==> src/rtl/noc_pkg.sv <==
// Shared NoC definitions: flit IDs, wormhole TX FSM states and width helpers.
package noc_pkg;

    localparam logic [1:0] FLIT_ID_HEAD = 2'b01;
    localparam logic [1:0] FLIT_ID_BODY = 2'b10;
    localparam logic [1:0] FLIT_ID_TAIL = 2'b11;

    typedef enum logic {
        WH_TX_IDLE,
        WH_TX_BODY
    } wh_tx_state_e;

    function automatic int unsigned FLIT_W(input int unsigned data_w, input int unsigned id_w);
        return data_w + id_w;
    endfunction

    // Bits of the head flit data field occupied by {row, col, hop}.
    function automatic int unsigned CALC_DATA_RANGE(input int unsigned row_w,
                                                    input int unsigned col_w,
                                                    input int unsigned hop_w);
        return row_w + col_w + hop_w;
    endfunction

endpackage

==> src/rtl/wh_tx_out_reg.sv <==
// Single-entry valid/ready output register; ld_o tells the producer when a new flit may be loaded.
module wh_tx_out_reg #(
    parameter int unsigned WIDTH = 10
) (
    input  logic             clk_i,
    input  logic             rst_ni,
    input  logic             load_i,
    input  logic [WIDTH-1:0] data_i,
    input  logic             rdy_i,
    output logic             vld_o,
    output logic [WIDTH-1:0] data_o,
    output logic             ld_o
);

    assign ld_o = !vld_o || rdy_i;

    always_ff @(posedge clk_i or negedge rst_ni) begin
        if (!rst_ni) begin
            vld_o  <= 1'b0;
            data_o <= '0;
        end else if (ld_o) begin
            vld_o <= load_i;
            if (load_i) begin
                data_o <= data_i;
            end
        end
    end

endmodule

==> src/rtl/mesh_wormhole_tx.sv <==
// Packet-to-flit serializer: HEAD, then BODY flits, then TAIL onto a mesh node local port.
// Optional checks are compiled in with `define WH_TX_ASSERT_EN.
module mesh_wormhole_tx
    import noc_pkg::*;
#(
    parameter int unsigned FLIT_DATA_W = 8,
    parameter int unsigned FLIT_ID_W   = 2,
    parameter int unsigned HOP_CNT_W   = 4,
    parameter int unsigned ROW_ADDR_W  = 2,
    parameter int unsigned COL_ADDR_W  = 2,
    parameter int unsigned PKT_LEN_W   = 4
) (
    input  logic                             clk_i,
    input  logic                             rst_ni,
    input  logic [ROW_ADDR_W-1:0]            pkt_row_i,
    input  logic [COL_ADDR_W-1:0]            pkt_col_i,
    input  logic [PKT_LEN_W-1:0]             pkt_len_i,
    input  logic                             pkt_vld_i,
    output logic                             pkt_rdy_o,
    input  logic [FLIT_DATA_W-1:0]           pay_data_i,
    input  logic                             pay_vld_i,
    output logic                             pay_rdy_o,
    output logic [FLIT_DATA_W+FLIT_ID_W-1:0] out_chan_data_o,
    output logic                             out_chan_vld_o,
    input  logic                             out_chan_rdy_i
);

    localparam int unsigned OUT_W = FLIT_W(FLIT_DATA_W, FLIT_ID_W);

    wh_tx_state_e           state;
    logic [PKT_LEN_W-1:0]   rem;
    logic                   ld;
    logic                   cmd_acc;
    logic                   pay_acc;
    logic                   last;
    logic [PKT_LEN_W-1:0]   len_eff;
    logic [FLIT_DATA_W-1:0] head_data;
    logic [OUT_W-1:0]       load_flit;

    assign pkt_rdy_o = (state == WH_TX_IDLE) && ld;
    assign pay_rdy_o = (state == WH_TX_BODY) && ld;
    assign cmd_acc   = pkt_vld_i && pkt_rdy_o;
    assign pay_acc   = pay_vld_i && pay_rdy_o;
    assign last      = (rem == PKT_LEN_W'(1));
    // A zero length is folded to one so the worm is always closed by a TAIL.
    assign len_eff   = (pkt_len_i == '0) ? PKT_LEN_W'(1) : pkt_len_i;

    always_comb begin
        head_data = '0;
        head_data[HOP_CNT_W +: COL_ADDR_W]              = pkt_col_i;
        head_data[HOP_CNT_W+COL_ADDR_W +: ROW_ADDR_W]   = pkt_row_i;
    end

    always_comb begin
        load_flit = '0;
        if (state == WH_TX_IDLE) begin
            load_flit = {FLIT_ID_W'(FLIT_ID_HEAD), head_data};
        end else begin
            load_flit = {(last ? FLIT_ID_W'(FLIT_ID_TAIL) : FLIT_ID_W'(FLIT_ID_BODY)), pay_data_i};
        end
    end

    always_ff @(posedge clk_i or negedge rst_ni) begin
        if (!rst_ni) begin
            state <= WH_TX_IDLE;
            rem   <= '0;
        end else begin
            case (state)
                WH_TX_IDLE: begin
                    if (cmd_acc) begin
                        rem   <= len_eff;
                        state <= WH_TX_BODY;
                    end
                end
                WH_TX_BODY: begin
                    if (pay_acc) begin
                        rem <= rem - PKT_LEN_W'(1);
                        if (last) begin
                            state <= WH_TX_IDLE;
                        end
                    end
                end
                default: state <= WH_TX_IDLE;
            endcase
        end
    end

    wh_tx_out_reg #(
        .WIDTH (OUT_W)
    ) u_out_reg (
        .clk_i  (clk_i),
        .rst_ni (rst_ni),
        .load_i (cmd_acc || pay_acc),
        .data_i (load_flit),
        .rdy_i  (out_chan_rdy_i),
        .vld_o  (out_chan_vld_o),
        .data_o (out_chan_data_o),
        .ld_o   (ld)
    );

`ifdef WH_TX_ASSERT_EN
    if (CALC_DATA_RANGE(ROW_ADDR_W, COL_ADDR_W, HOP_CNT_W) > FLIT_DATA_W) begin : g_bad_head_fit
        $error("mesh_wormhole_tx: row+col+hop fields exceed FLIT_DATA_W");
    end

    a_len_nonzero: assert property (@(posedge clk_i) disable iff (!rst_ni)
        cmd_acc |-> (pkt_len_i != '0))
        else $error("mesh_wormhole_tx: zero-length packet command accepted");

    a_hold_stable: assert property (@(posedge clk_i) disable iff (!rst_ni)
        (out_chan_vld_o && !out_chan_rdy_i) |=> ($stable(out_chan_data_o) && out_chan_vld_o))
        else $error("mesh_wormhole_tx: output changed or dropped without handshake");

    a_no_null_id: assert property (@(posedge clk_i) disable iff (!rst_ni)
        out_chan_vld_o |-> (out_chan_data_o[OUT_W-1 -: FLIT_ID_W] != '0))
        else $error("mesh_wormhole_tx: flit with id 0 emitted");
`endif

endmodule

==> config.mk <==
export PLATFORM = sky130hd
export DESIGN_NAME = mesh_wormhole_tx
export DESIGN_NICKNAME = d
export VERILOG_FILES = /design/src/rtl/noc_pkg.sv /design/src/rtl/wh_tx_out_reg.sv /design/src/rtl/mesh_wormhole_tx.sv
export SDC_FILE = /design/constraint.sdc
export NUM_CORES = 1
export LEC_CHECK = 0
export BUFFER_PORTS_ARGS = -buffer_cell sky130_fd_sc_hd__buf_2
export CAP_MARGIN = 30
export CORE_UTILIZATION = 46
export CTS_BUF_LIST = sky130_fd_sc_hd__clkbuf_8 sky130_fd_sc_hd__clkbuf_16
export CTS_CLUSTER_DIAMETER = 100
export DETAILED_ROUTE_END_ITERATION = 7
export PLACE_DENSITY = 0.75
export SYNTH_ARGS = -nofsm -noshare
export SYNTH_HDL_FRONTEND = slang
export SYNTH_SLANG_ARGS = --single-unit
==> constraint.sdc <==
create_clock -name clk_i -period 1.7 [get_ports clk_i]
set_input_delay 0.085 -clock clk_i [delete_from_list [all_inputs] [get_ports clk_i]]
set_output_delay 0.085 -clock clk_i [all_outputs]
set_load 0.005 [all_outputs]
==> results of run 1 <==
[per-layer routing]
metal  track usage [%]  up-vias  part of all wire (%)
met5                 0        -                     0
met4              14.5        0                   1.7
met3              4.49        4                   4.7
met2              39.7       31                    49
met1              26.0      350                    45
li1                  -      362                     -
[report_power, final]
group	internal [mW]	total, mW	switching (mW)
registers	0.533	0.638	0.105
logic	0.342	0.679	0.337
clock network	0.206	0.336	0.130
[synth_stat cells, types with 2 or more instances]
| library cell | count | area (µm²) |
|---|---|---|
| sky130_fd_sc_hd__dfrtp_1 | 16 | 400 |
| sky130_fd_sc_hd__a22o_1 | 4 | 35.0 |
| sky130_fd_sc_hd__ha_1 | 2 | 25.0 |
| sky130_fd_sc_hd__clkbuf_1 | 2 | 7.51 |
| sky130_fd_sc_hd__or2_0 | 2 | 12.5 |
| sky130_fd_sc_hd__nor3_1 | 2 | 10.0 |
| sky130_fd_sc_hd__nand2b_1 | 3 | 18.8 |
| sky130_fd_sc_hd__nor2b_1 | 2 | 12.5 |
| sky130_fd_sc_hd__nor2_1 | 3 | 11.3 |
| sky130_fd_sc_hd__a21oi_1 | 2 | 10.0 |
| sky130_fd_sc_hd__inv_1 | 6 | 22.5 |
| sky130_fd_sc_hd__o21ai_0 | 5 | 25.0 |
| sky130_fd_sc_hd__mux2i_1 | 8 | 80.1 |
| sky130_fd_sc_hd__o21ai_1 | 4 | 20.0 |
| sky130_fd_sc_hd__nand2_1 | 2 | 7.51 |
| sky130_fd_sc_hd__o31ai_1 | 4 | 30.0 |
[worst reg2reg max path, cell delays in order, from the launching register on]
cell	delay [ns]
sky130_fd_sc_hd__dfrtp_1	0.39
sky130_fd_sc_hd__inv_1	0.10
sky130_fd_sc_hd__ha_1	0.14
sky130_fd_sc_hd__or3b_1	0.36
sky130_fd_sc_hd__a31o_1	0.22
sky130_fd_sc_hd__a21oi_1	0.13
[area by class of cell]
cell class / count / area [µm²]
fill: 138 / 493
multi-input combinational: 54 / 380
timing repair buffer: 38 / 205
sequential: 16 / 400
tap: 16 / 20.0
inverter: 6 / 22.5
clock buffer: 4 / 55.1
[worst max-delay path by stage]
stage	startpoint	to	cells past startpoint
finish	rem[1]	u_out_reg.data_o[8]	5
global route	rem[1]	state	5
CTS	rem[1]	u_out_reg.data_o[8]	5
detailed placement	rem[1]	u_out_reg.data_o[8]	5
global placement	rem[1]	u_out_reg.data_o[8]	5
floorplan	state	rem[3]	4
[cells in the final DEF (no fill, tap or decap), drive strengths merged]
master,instances
buf,37
dfrtp,16
o21ai,9
mux2i,8
inv,6
o31ai,4
a22o,4
clkbuf,4
nor2,3
nand2b,3
nor2b,2
nor3,2
or2,2
a21oi,2
nand2,2
ha,2
and2,1
or3b,1
nand3,1
a2bb2oi,1
a31o,1
and3,1
or3,1
nor4,1
o311ai,1
o41ai,1
a211o,1
dlygate4sd3,1
[cell families (layout without fill, tap and decap cells)]
| group | after synthesis | after routing | synth area share (%) |
|---|---|---|---|
| DFF | 16 | 16 | 48.9 |
| buffers and inverters | 10 | 48 | 4.73 |
| and+or+nand+nor | 20 | 20 | 13.6 |
| adders and majority gates | 2 | 2 | 3.05 |
| AOI/OAI and AO/OA | 24 | 24 | 20.0 |
| muxes | 8 | 8 | 9.77 |
[state kept, by name, summed over array words and instances (netlist names)]
signal / count
u_out_reg.vld_o: 1
rem: 4
u_out_reg.data_o: 10
state: 1
[metrics by stage]
| step | power (mW) | util [%] |
|---|---|---|
| after floorplan | 1.05 | - |
| after global placement | 1.28 | 64.6 |
| after detailed placement | 1.32 | 64.6 |
| after CTS | 1.67 | 68.7 |
| after global routing | 1.78 | 68.7 |
| final | 1.65 | 68.7 |
==> metrics.cfg, run 1 <==
[setup_path]
r2r.worst_path.cells=5
critical_path_required_ns=1.88
critical_path.cell_chain=inv_1 -> ha_1 -> or3b_1 -> a31o_1 -> a21oi_1
r2r-end=u_out_reg.data_o[8]
reg2reg_setup_slack_ns=0.29
timing.critical_path.arrival_ns=1.59
critical_path.max_fanout=3
slowest_stage=sky130_fd_sc_hd__dfrtp_1
end_kind=flop
critical_path.n_buffers_inverters=1
cpLargestDelayFamily=flip-flops
slowest_delay_ns=0.39
worst_reg2reg_path_startpoint=rem[1]
timing_worst_setup_path_type=reg2reg
sort_of_element_at_the_start_of_the_critical_path=flop

[yosys]
synth_warnings=0
synth.ff_latch_count=16
ys_seq_area_share_pct=48.9
synthesis.area_per_instance_um2=10.2
syn_inst=80
netlist_area_um2=820
synth.lib_cells_used.distinct=29
synth_top_flop_cell=sky130_fd_sc_hd__dfrtp_1
edff_count_synth=0
syn_nets=103
async_flop_share_pct=100

[route]
post-route-drc-count=2
detail_route.wirelength_um=1860
antenna_left=0
detailroute.via_count=747
detail_route.vias_per_cell=5.57
detailedRoute.firstIterationViolations=12
route.detailed.wl_per_inst_um=13.9
drt_pre_antenna_iters=6

[final_layout]
fin_nets=142
layout.cells.non_filler=134
ant_diodes=0
area_growth_syn_to_layout_pct=32.2
final_cell_area_um2=1080
drive_gt1_share_pct=34.7

[place]
placement.setup.worst_slack_ns=0.300
placed_cells=129
portBuffers=33
dpl-instance-area_um2=1020
post-dp-hpwl_um=1390
gpl.final_weighted_congestion=0.767

[sta]
unrepaired_setup_endpoints_after_global_routing=false
final_period_minus_worst_setup_slack_ns=1.41
finalHoldViolations=0
fin_crit_sh_pct=82.9
worst-slew-pin-transition_ns=0.361
slew_violations=0
final_hold_slack_ns=0.0495
timing.slew.headroom_pct=75.6
setup_viol=0
finalWorstSetupSlack_ns=0.290
timing.clock.skew_ns=0.00112
fmax_mhz=709
totalNegativeSetupSlack_ns=0

[global_route]
grt_pass1_vias=787
initial_antenna_violation_count=0
grt_pass1_wl_um=3250
grtUsageTotal_pct=23.1
largest_net_degree_at_the_start_of_global_routing=22
globalRouteOverflowTotal=0

[clock_network]
post_cts_resize_count=0
tritoncts_clock_tree=yes
clock_path_buffers=2
clkLatencyLatePin_ns=0.25
cts_hold_buffers=1
worst_setup_hold_path_clk_slew_ns=0.06
numCtsBuffers=3
ctsHtreeMaxLevel=1
clkSinkCount=16
total_setup_buffers_inserted_after_cts=0
cell_at_the_root_of_the_clock_tree=sky130_fd_sc_hd__clkbuf_8

[floorplanning]
chipHeight_um=44.2
fp-row-count=14
core_area_um2=1580
top_ports=34
initial_utilization_pct=52.0
die_width_um=44.2
floorplan.die_area_um2=1950

[min_path]
hold_end=u_out_reg.data_o[0]
hold_path_depth=2
holdCritStartpoint=pay_data_i[0]
min-delay-path-class=in2reg

[power]
static-leakage-power_nw=0.565
worst_ir_drop_vdd_uv=783
power_density_nw_per_um2=1530

[job]
number_of_max_cap_violations=0

[run_status]
status=complete, but fails checks
violations=DRC

Power figures use the tool's default switching activity.
==> run 2, diff against run 1 <==
--- a/config.mk
+++ b/config.mk
@@ -5,6 +5,7 @@
 export SDC_FILE = /design/constraint.sdc
 export NUM_CORES = 1
 export LEC_CHECK = 0
+export ABC_AREA = 1
 export BUFFER_PORTS_ARGS = -buffer_cell sky130_fd_sc_hd__buf_2
 export CAP_MARGIN = 30
 export CORE_UTILIZATION = 46
==> constraint.sdc (replaced) <==
create_clock -name clk_i -period 1.3 [get_ports clk_i]
set_input_delay 0.065 -clock clk_i [delete_from_list [all_inputs] [get_ports clk_i]]
set_output_delay 0.065 -clock clk_i [all_outputs]
set_load 0.005 [all_outputs]
==> run 2 against run 1 <==
  * Largest cell class unchanged
  * Area after synthesis up 2.9%
  * Combinational power up 68%
  * The flow still finishes with violations (DRC)
  * Highest routed layer unchanged
  * Clock-buffer cell count unchanged
  * Hold slack worse by 0.0073 ns
==> metrics.cfg, run 2 <==
[clock_network]
total_setup_buffers_inserted_after_cts=0
ctsHtreeMaxLevel=1
tritoncts_clock_tree=yes
clkLatencyLatePin_ns=0.25
clock_path_buffers=2
worst_setup_hold_path_clk_slew_ns=0.06
cell_at_the_root_of_the_clock_tree=sky130_fd_sc_hd__clkbuf_8
clkSinkCount=16
numCtsBuffers=3

[yosys]
syn_nets=134
synth_fa_ha_area_share_pct=2.97
synth_compound_area_share_pct=4.75
ys_top_cells_by_count=53 x sky130_fd_sc_hd__nand2_1, 16 x sky130_fd_sc_hd__dfrtp_1, 9 x sky130_fd_sc_hd__inv_1, 8 x sky130_fd_sc_hd__nand3_1
yosysTopAreaCell=sky130_fd_sc_hd__dfrtp_1
fraction_of_the_mapped_netlist_area_in_simple_logic_gates_pct=36.8
synthXorXnorAreaFrac_pct=0
edff_count_synth=0
yosys-mux-area-fraction_pct=0
synth.top_cells.by_area=sky130_fd_sc_hd__dfrtp_1 47%, sky130_fd_sc_hd__nand2_1 24%, sky130_fd_sc_hd__nand3_1 4.7%, sky130_fd_sc_hd__o21ai_0 4.2%, sky130_fd_sc_hd__inv_1 4.0%
synth.ff_latch_count=16
area_share_of_the_largest_cell_type_after_synthesis_pct=47.5
netlist_area_um2=843
synth_top_flop_cell=sky130_fd_sc_hd__dfrtp_1
synth.lib_cells_used.distinct=15
synthesis.area_per_instance_um2=7.60
largest_family_of_logic_cells_by_synthesized_area=simple AND/OR/NAND/NOR gates
async_flop_share_pct=100
ys_seq_area_share_pct=47.5
synthMostInstantiatedCell=sky130_fd_sc_hd__nand2_1
synth_warnings=0
syn_inst=111

[sta]
timing.slew.headroom_pct=75.8
timing.clock.skew_ns=0.000761
unrepaired_setup_endpoints_after_global_routing=false
totalNegativeSetupSlack_ns=0
setup_viol=0
fmax_mhz=866
final_period_minus_worst_setup_slack_ns=1.15
slew_violations=0
fin_crit_sh_pct=88.8
worst-slew-pin-transition_ns=0.363
finalHoldViolations=0

[floorplanning]
initial_utilization_pct=48.8
chipHeight_um=44.8
fp-row-count=15
top_ports=34
floorplan.die_area_um2=2010
core_area_um2=1730
die_width_um=44.8

[route]
antenna_left=0
detailedRoute.firstIterationViolations=16
detailroute.via_count=828
drt_pre_antenna_iters=8
detail_route.wirelength_um=1730
route.detailed.wl_per_inst_um=9.98
post-route-drc-count=1
detail_route.vias_per_cell=4.79

[run_status]
violations=DRC
status=complete, but fails checks

[final_layout]
fin_nets=172
flip_flop_count_of_the_largest_register_after_layout=10
area_growth_syn_to_layout_pct=29.8
drive_gt1_share_pct=30.4
layout_commonest_cell=sky130_fd_sc_hd__nand2_1
total_area_of_sequential_cells_um2=400
fill_cells=155
post-route-util_pct=63.4
multi_input_gate_area_um2=378
top_regs=u_out_reg.data_o (10), rem (4)
registers.top_by_ff_count=u_out_reg.data_o
leading_cell_types_in_the_layout_fill_and_taps_excluded=53 x sky130_fd_sc_hd__nand2_1, 33 x sky130_fd_sc_hd__buf_2, 16 x sky130_fd_sc_hd__dfrtp_1, 9 x sky130_fd_sc_hd__inv_1, 8 x sky130_fd_sc_hd__nand3_1
ant_diodes=0

[power]
static-leakage-power_nw=0.634
power_density_nw_per_um2=2260
worst_ir_drop_vdd_uv=1140

[setup_path]
critical_path_required_ns=1.43
timing.critical_path.arrival_ns=1.29
critical_path.max_fanout=14
timing_worst_setup_path_type=reg2reg
end_kind=flop
reg2reg_setup_slack_ns=0.15
sort_of_element_at_the_start_of_the_critical_path=flop

[min_path]
min-delay-path-class=in2reg

[global_route]
initial_antenna_violation_count=0
globalRouteOverflowTotal=0
grtUsageTotal_pct=20.0
largest_net_degree_at_the_start_of_global_routing=17
grt_pass1_vias=683
grt_pass1_wl_um=2810

[job]
number_of_max_cap_violations=0

[place]
post-dp-hpwl_um=1310
portBuffers=33
gpl.final_weighted_congestion=0.844

-- run 2: changes by cell type in the layout (fill, tap and decap cells not counted), moves of 4 or more --
cell and delta:
sky130_fd_sc_hd__o21ai_1 -4, sky130_fd_sc_hd__o31ai_1 -4, sky130_fd_sc_hd__a22o_1 -4, sky130_fd_sc_hd__nand2_1 +51, sky130_fd_sc_hd__nand3_1 +7, sky130_fd_sc_hd__mux2i_1 -8
-- run 2: critical path, stage by stage (launching register included) --
cell and delay [ns]:
sky130_fd_sc_hd__dfrtp_1 0.40, sky130_fd_sc_hd__buf_4 0.19, sky130_fd_sc_hd__nand3_4 0.10, sky130_fd_sc_hd__nand2_4 0.14, sky130_fd_sc_hd__inv_4 0.09, sky130_fd_sc_hd__nand2_1 0.06
sky130_fd_sc_hd__o21ai_0 0.07
-- run 2: where the power goes --
group,switching [mW],internal (mW),total [mW]
Clock,0.172,0.269,0.441
Sequential,0.149,0.738,0.887
Combinational,0.667,0.476,1.14
Total,0.988,1.48,2.47
-- run 2: per-layer routing --
layer  global-route usage, %  vias to the layer above  part of all wire, %
met4                    10.9                        0                 0.75
met1                    24.4                      381                   45
met5                       0                        -                    0
met2                    31.8                       28                   50
met3                    6.00                        2                  4.3
li1                        -                      417                    -
-- run 2: cell type report --
class | count | area share, %
well taps | 25 | 2.86
clock buffers | 4 | 5.03
flip-flops and latches | 16 | 36.6
repair buffers | 36 | 17.4
inverters | 10 | 3.66
multi-input cells | 82 | 34.5
-- run 2: final timing paths --
path	from	cells after the start	end
max	state	6	u_out_reg.data_o[8]
min	pay_data_i[0]	3	u_out_reg.data_o[0]
max reg2reg	state	6	u_out_reg.data_o[8]
min reg2reg	u_out_reg.data_o[9]	2	u_out_reg.data_o[9]
max in group asynchronous	rst_ni	2	u_out_reg.vld_o
min in group asynchronous	rst_ni	2	u_out_reg.data_o[2]
-- run 2: logic make-up after synthesis --
logic type,count (synthesis)
buffers and inverters,13
and+or+nand+nor,72
DFF,16
AOI/OAI and AO/OA,8
adders and majority gates,2
-- run 2: what timing repair did --
action                                 4_1_cts  5_1_grt
endpoints found under the hold margin       16        0
gates resized for setup                      0        1
hold buffers                                 1        0
setup endpoints to repair                    0        1
-- run 2: through the flow --
stage                     instances  hold WS [ns]  power [mW]  worst slack (ns)  cell area, µm²
after global routing            173        0.0563        2.73            0.0341            1090
after floorplan                 111        -0.231        1.68             0.195             843
final                           173        0.0423        2.47             0.145            1090
after detailed placement        168      0.000845        2.04             0.145            1030
after global placement          168      -0.00513        2.00             0.203            1030
after CTS                       173        0.0387        2.49            0.0726            1090
